### src/rtl/uart_pkg.sv
// Shared UART constants: byte width, default RX FIFO depth and the status-register bit layout.
package uart_pkg;
  localparam int UART_DATA_W             = 8;
  localparam int UART_RX_FIFO_DEPTH_LOG2 = 4;

  // Bit positions of {overflow, full, empty} in the RX status register seen by the bus decoder
  localparam int UART_STAT_EMPTY_BIT = 0;
  localparam int UART_STAT_FULL_BIT  = 1;
  localparam int UART_STAT_OVF_BIT   = 2;

  typedef struct packed {
    logic overflow;
    logic full;
    logic empty;
  } uart_rx_stat_t;
endpackage

### src/rtl/uart_rx_fifo_if.sv
// Receiver-to-FIFO and CPU-read signals of the UART RX FIFO.
// master = receiver/CPU side, slave = the FIFO.
interface uart_rx_fifo_if
  import uart_pkg::*;
#(
  parameter int DATA_W     = UART_DATA_W,
  parameter int DEPTH_LOG2 = UART_RX_FIFO_DEPTH_LOG2
);
  logic                  rx_fin;
  logic [DATA_W-1:0]     rx_data;
  logic                  rd_en;
  logic                  clr_ovf;
  logic [DATA_W-1:0]     rd_data;
  logic                  empty;
  logic                  full;
  logic [DEPTH_LOG2:0]   count;
  logic                  overflow;
  logic                  irq;

  modport master (
    output rx_fin, rx_data, rd_en, clr_ovf,
    input  rd_data, empty, full, count, overflow, irq
  );

  modport slave (
    input  rx_fin, rx_data, rd_en, clr_ovf,
    output rd_data, empty, full, count, overflow, irq
  );
endinterface

### src/rtl/uart_fifo_mem.sv
// FIFO storage: register array with synchronous write and asynchronous read.
// Deliberately unreset; contents are don't-care until written.
module uart_fifo_mem
  import uart_pkg::*;
#(
  parameter int DATA_W     = UART_DATA_W,
  parameter int DEPTH_LOG2 = UART_RX_FIFO_DEPTH_LOG2
) (
  input  logic                  clk,
  input  logic                  we,
  input  logic [DEPTH_LOG2-1:0] waddr,
  input  logic [DATA_W-1:0]     wdata,
  input  logic [DEPTH_LOG2-1:0] raddr,
  output logic [DATA_W-1:0]     rdata
);
  logic [DATA_W-1:0] mem_q [2**DEPTH_LOG2];

  always_ff @(posedge clk) begin
    if (we) mem_q[waddr] <= wdata;
  end

  assign rdata = mem_q[raddr];
endmodule

### src/rtl/uart_rx_fifo.sv
// UART RX FIFO: pushes one byte per rx_fin rising edge, FWFT read port, sticky overflow.
// Define UART_RX_FIFO_IRQ_EN to get a registered threshold/overflow irq; otherwise irq is 0.
module uart_rx_fifo
  import uart_pkg::*;
#(
  parameter int DATA_W     = UART_DATA_W,
  parameter int DEPTH_LOG2 = UART_RX_FIFO_DEPTH_LOG2,
  parameter int IRQ_THRESH = 1
) (
  input  logic           sysclk,
  input  logic           reset,
  uart_rx_fifo_if.slave  bus
);
  localparam int DEPTH = 1 << DEPTH_LOG2;
  localparam int CNT_W = DEPTH_LOG2 + 1;

  if (IRQ_THRESH < 1 || IRQ_THRESH > DEPTH) begin : g_bad_thresh
    $error("uart_rx_fifo: IRQ_THRESH out of range 1..DEPTH");
  end

  logic [DEPTH_LOG2-1:0] wr_ptr_q, wr_ptr_d, rd_ptr_q, rd_ptr_d;
  logic [CNT_W-1:0]      count_q, count_d;
  logic                  fin_q, fin_d;
  logic                  ovf_q, ovf_d;
  logic                  push, pop, wr_en, drop, empty, full;
  logic [DATA_W-1:0]     mem_rdata;

  assign empty = (count_q == '0);
  assign full  = (count_q == CNT_W'(DEPTH));
  assign push  = bus.rx_fin & ~fin_q;
  assign pop   = bus.rd_en & ~empty;
  // When full, a push only lands if a pop frees the slot on the same edge
  assign wr_en = push & (~full | pop);
  assign drop  = push & full & ~pop;

  always_comb begin
    fin_d    = bus.rx_fin;
    wr_ptr_d = wr_ptr_q;
    rd_ptr_d = rd_ptr_q;
    count_d  = count_q;
    ovf_d    = ovf_q;
    if (wr_en) wr_ptr_d = wr_ptr_q + 1'b1;
    if (pop)   rd_ptr_d = rd_ptr_q + 1'b1;
    count_d = count_q + CNT_W'(wr_en) - CNT_W'(pop);
    if (drop)             ovf_d = 1'b1;
    else if (bus.clr_ovf) ovf_d = 1'b0;
  end

  // fin_q resets high so a receiver already holding rx_fin at release does not push
  always_ff @(posedge sysclk) begin
    if (!reset) begin
      fin_q    <= 1'b1;
      wr_ptr_q <= '0;
      rd_ptr_q <= '0;
      count_q  <= '0;
      ovf_q    <= 1'b0;
    end else begin
      fin_q    <= fin_d;
      wr_ptr_q <= wr_ptr_d;
      rd_ptr_q <= rd_ptr_d;
      count_q  <= count_d;
      ovf_q    <= ovf_d;
    end
  end

  uart_fifo_mem #(
    .DATA_W     (DATA_W),
    .DEPTH_LOG2 (DEPTH_LOG2)
  ) u_mem (
    .clk   (sysclk),
    .we    (wr_en),
    .waddr (wr_ptr_q),
    .wdata (bus.rx_data),
    .raddr (rd_ptr_q),
    .rdata (mem_rdata)
  );

`ifdef UART_RX_FIFO_IRQ_EN
  logic irq_q, irq_d;

  assign irq_d = (count_d >= CNT_W'(IRQ_THRESH)) | ovf_d;

  always_ff @(posedge sysclk) begin
    if (!reset) irq_q <= 1'b0;
    else        irq_q <= irq_d;
  end

  assign bus.irq = irq_q;
`else
  assign bus.irq = 1'b0;
`endif

  assign bus.rd_data  = empty ? '0 : mem_rdata;
  assign bus.empty    = empty;
  assign bus.full     = full;
  assign bus.count    = count_q;
  assign bus.overflow = ovf_q;
endmodule

### src/flat_wrapper.sv
// flat-port wrapper written by rule: the top's interface ports become plain ports
module uart_rx_fifo_flat import uart_pkg::*;
#(
  parameter int DATA_W     = UART_DATA_W,
  parameter int DEPTH_LOG2 = UART_RX_FIFO_DEPTH_LOG2,
  parameter int IRQ_THRESH = 1
)
  (sysclk, reset, bus_rx_fin, bus_rx_data, bus_rd_en, bus_clr_ovf, bus_rd_data, bus_empty, bus_full, bus_count, bus_overflow, bus_irq);
  uart_rx_fifo_if #(.DATA_W(DATA_W), .DEPTH_LOG2(DEPTH_LOG2)) bus_i ();
  input  logic sysclk;
  input  logic reset;
  input wire logic [$bits(bus_i.rx_fin)-1:0] bus_rx_fin;
  input wire logic [$bits(bus_i.rx_data)-1:0] bus_rx_data;
  input wire logic [$bits(bus_i.rd_en)-1:0] bus_rd_en;
  input wire logic [$bits(bus_i.clr_ovf)-1:0] bus_clr_ovf;
  output wire logic [$bits(bus_i.rd_data)-1:0] bus_rd_data;
  output wire logic [$bits(bus_i.empty)-1:0] bus_empty;
  output wire logic [$bits(bus_i.full)-1:0] bus_full;
  output wire logic [$bits(bus_i.count)-1:0] bus_count;
  output wire logic [$bits(bus_i.overflow)-1:0] bus_overflow;
  output wire logic [$bits(bus_i.irq)-1:0] bus_irq;
  assign bus_i.rx_fin = bus_rx_fin;
  assign bus_i.rx_data = bus_rx_data;
  assign bus_i.rd_en = bus_rd_en;
  assign bus_i.clr_ovf = bus_clr_ovf;
  assign bus_rd_data = bus_i.rd_data;
  assign bus_empty = bus_i.empty;
  assign bus_full = bus_i.full;
  assign bus_count = bus_i.count;
  assign bus_overflow = bus_i.overflow;
  assign bus_irq = bus_i.irq;
  uart_rx_fifo #(.DATA_W(DATA_W), .DEPTH_LOG2(DEPTH_LOG2), .IRQ_THRESH(IRQ_THRESH)) u_core (.sysclk(sysclk), .reset(reset), .bus(bus_i));
endmodule
### config.mk
export PLATFORM = sky130hd
export DESIGN_NAME = uart_rx_fifo_flat
export DESIGN_NICKNAME = d
export VERILOG_FILES = /design/src/rtl/uart_pkg.sv /design/src/rtl/uart_rx_fifo_if.sv /design/src/rtl/uart_fifo_mem.sv /design/src/rtl/uart_rx_fifo.sv /design/src/flat_wrapper.sv
export SDC_FILE = /design/constraint.sdc
export NUM_CORES = 1
export LEC_CHECK = 0
export ABC_CLOCK_PERIOD_IN_PS = 5190
export CORE_UTILIZATION = 36
export DETAILED_ROUTE_END_ITERATION = 10
export HOLD_SLACK_MARGIN = 0.08
export PLACE_DENSITY_LB_ADDON = 0.15
export SLEW_MARGIN = 20
export SYNTH_ARGS = -nofsm -noshare
export SYNTH_HDL_FRONTEND = slang
export SYNTH_HIERARCHICAL = 1
export SYNTH_SLANG_ARGS = --single-unit
### constraint.sdc
create_clock -name sysclk -period 5.19 [get_ports sysclk]
set_clock_uncertainty 0.05 [all_clocks]
set_input_delay 0.519 -clock sysclk [delete_from_list [all_inputs] [get_ports sysclk]]
set_output_delay 0.519 -clock sysclk [all_outputs]
set_load 0.01 [all_outputs]
==> impl_metrics.tcl <==
set metrics [dict create \
    critPathCaptureType "output pin" \
    place_area_um2 6380 \
    cts_htree_levels 4 \
    grt_max_degree 24 \
    worst_pin_slew_ns 1.04 \
    switching_share_pct 24.5 \
    required_ns 4.62 \
    num_vias 2943 \
    finalWeightedCongestion 0.708 \
    fin_hold_ws_ns 0.424 \
    r2r_cells 12 \
    synth_top_area_share_pct 65.3 \
    maxCapViolCount 0 \
    synth_area_um2 5880 \
    worstPathArrival_ns 3.12 \
    p_int_mw 2.36 \
    regArea_um2 4150 \
    slew_violations 0 \
    numCtsBuffers 17 \
    start_util_pct 36.9 \
    io_buffers 28 \
    p_sw_mw 0.765 \
    rsz0062_at_grt "no" \
    critPathMaxStageDelay_ns 0.82 \
    syn_to_final_growth_pct 18.2 \
    first_iter_violations 221 \
    postCtsHoldBufs 0 \
    drc_errors 0 \
    numClockSinks 143 \
    grt_use_total_pct 15.6 \
    synthesis.nets 342 \
    clock_latency_ns 0.41 \
    cts_buffer_depth 2 \
    antenna_found_initial 0 \
    synth.distinct_cells 39 \
    period_share_pct 71.2 \
    fill_cells 1432 \
    ys_seq_elements 143 \
    multi_input_area_um2 1610 \
    fin_ws_ns 1.50 \
    design_area_um2 6960 \
    grt_pass1_wl_um 18000 \
    hp-class "flip-flop to flip-flop" \
    tns_ns 0 \
    crit_slowest_cell "dfxtp_2" \
    io-pin-count 30 \
    hold_depth 2 \
    synth_area_per_cell_um2 18.4 \
    setup_viol 0 \
    p_per_area_nw_per_um2 450 \
    wire_per_inst_um 20.2 \
    post-cts-setup-buffers 0 \
    cts_tree "done" \
    dieArea_um2 16900 \
    synthCells 320 \
    crit_fanout 23 \
    p_clk_share_pct 37.9 \
    ys.warnings.count 6 \
    post-place-ws_ns 1.84 \
    drtAntennaViolNets 0 \
    leakagePower_nw 2.24 \
    clockRootBuffer "clkbuf_16" \
    num_rows 46 \
    viasPerCell 5.03 \
    postRouteWirelength_um 11800 \
    yosysSeqAreaShare_pct 70.4 \
    mostFrequentLayoutCells "128 x edfxtp_1, 28 x clkdlybuf4s50_1, 18 x mux4_2" \
    dieHeight_um 130 \
    fmax_mhz 271 \
    start_kind "flip-flop" \
    diodes 0 \
    cts-resized-gates 0 \
    finalHoldViolCount 0 \
    synth_area_leaders "edfxtp_1 65%, mux4_2 6.9%, mux4_1 6.3%" \
    final_common_cell "edfxtp_1" \
    relSlewSlack_pct 30.3 \
    cts.clk_slew.worst_paths_ns 0.05 \
    p_total_mw 3.13 \
    finalNetCount 380 \
    seqPwrFrac_pct 43.1 \
    outcome "finished clean" \
    grt_pass1_vias 3064 \
    grt.overflow.total 0 \
    dieWidth_um 130 \
    drive_above_1_share_pct 16.0 \
    min_period_ns 3.69 \
    ir_worst_vdd_mv 0.267 \
    synth_top_cell_by_area "edfxtp_1" \
    combPwrFrac_pct 19.0 \
    crit_type "flip-flop to output pin" \
    core_um2 15900 \
    dpl.hpwl_um 7570 \
    first_pass_iters 4 \
    worstPathCellList "buf_4 -> mux4_1 -> a22oi_1 -> nand2_1 -> nor2b_1 -> clkdlybuf4s50_1" \
    reg2reg_slack_ns 2.26 \
]
flip-flops by register name, summed over array words and instances, names as in the netlist:
register	count
u_core/fin_q	1
u_core/bus.overflow	1
u_core/u_mem/mem_q	128
u_core/wr_ptr_q	4
u_core/rd_ptr_q	4
u_core/bus.count	5
critical path: cells and delay by family, from the launching register on:
| kind | cells | cell delay, ns |
|---|---|---|
| buf+inv | 2 | 0.89 |
| flops | 1 | 0.82 |
| mux | 1 | 0.61 |
| simple gates | 2 | 0.20 |
| compound gates | 1 | 0.19 |
kinds of logic after synthesis:
kind of cell	share of synthesized area, %
fa+ha+maj	2.04
mux	14.4
xor+xnor	0.298
flops	70.4
compound gates	3.51
buf+inv	2.38
other cells	0.0637
simple gates	6.91
path summary, 6_finish.rpt:
path	start	endpoint
max	u_core/rd_ptr_q[0]	bus_rd_data[3]
min	u_core/bus.overflow	u_core/bus.overflow
max reg2reg	u_core/bus.count[3]	u_core/bus.count[4]
min reg2reg	u_core/bus.overflow	u_core/bus.overflow
Yosys cell counts:
master             n
edfxtp_1         128
buf_2              4
nand2b_1          10
or3b_2             1
a211oi_1           2
clkdlybuf4s25_2    3
a21oi_2            1
mux2_2             1
or3_1              1
nand3_1            3
conb_1             1
mux4_2            18
and2_1             4
nor3_1             4
ha_1               8
mux4_1            14
mux2i_1            6
xnor2_1            2
a21oi_1            6
and4bb_4           1
buf_6              3
o31ai_1            1
a21o_1             1
buf_4              2
clkbuf_1           2
nor3b_1            1
o21ai_0            2
or4_1              1
and2b_1            1
fa_1               1
inv_1              9
a22oi_1           16
nand3b_1           4
nand2_1           16
o21bai_1           1
nor4b_4            1
dfxtp_1           15
nor2b_1            9
nor2_1            16
area by class of cell:
class | count | area share, %
clock buffer | 18 | 6.17
tap | 216 | 3.88
clock inverter | 12 | 2.09
sequential | 143 | 59.6
inverter | 9 | 0.486
multi-input combinational | 154 | 23.2
timing repair buffer | 33 | 4.57
routing by layer:
| metal | vias to the layer above | track usage (%) | share of wire, % |
|---|---|---|---|
| met1 | 1513 | 20.6 | 48 |
| met4 | 0 | 7.80 | 2.1 |
| met2 | 57 | 24.4 | 47 |
| met3 | 17 | 3.61 | 2.9 |
| met5 | - | 0 | 0 |
| li1 | 1356 | - | - |
per-stage QoR:
| stage | util [%] | std cells |
|---|---|---|
| global route | 43.6 | 585 |
| floorplan | - | 320 |
| finish | 43.6 | 585 |
| CTS | 43.6 | 585 |
| detailed placement | 40.0 | 555 |
| global placement | 40.0 | 555 |
power by group through the flow:
stage / logic [mW] / registers [mW] / clock network [mW]
final: 0.594 / 1.35 / 1.19
after global routing: 0.653 / 1.36 / 1.25
after CTS: 0.607 / 1.35 / 1.21
after detailed placement: 0.604 / 1.38 / 0
after global placement: 0.599 / 1.38 / 0
after floorplan: 0.405 / 1.34 / 0
(Power assumes the default switching activity.)
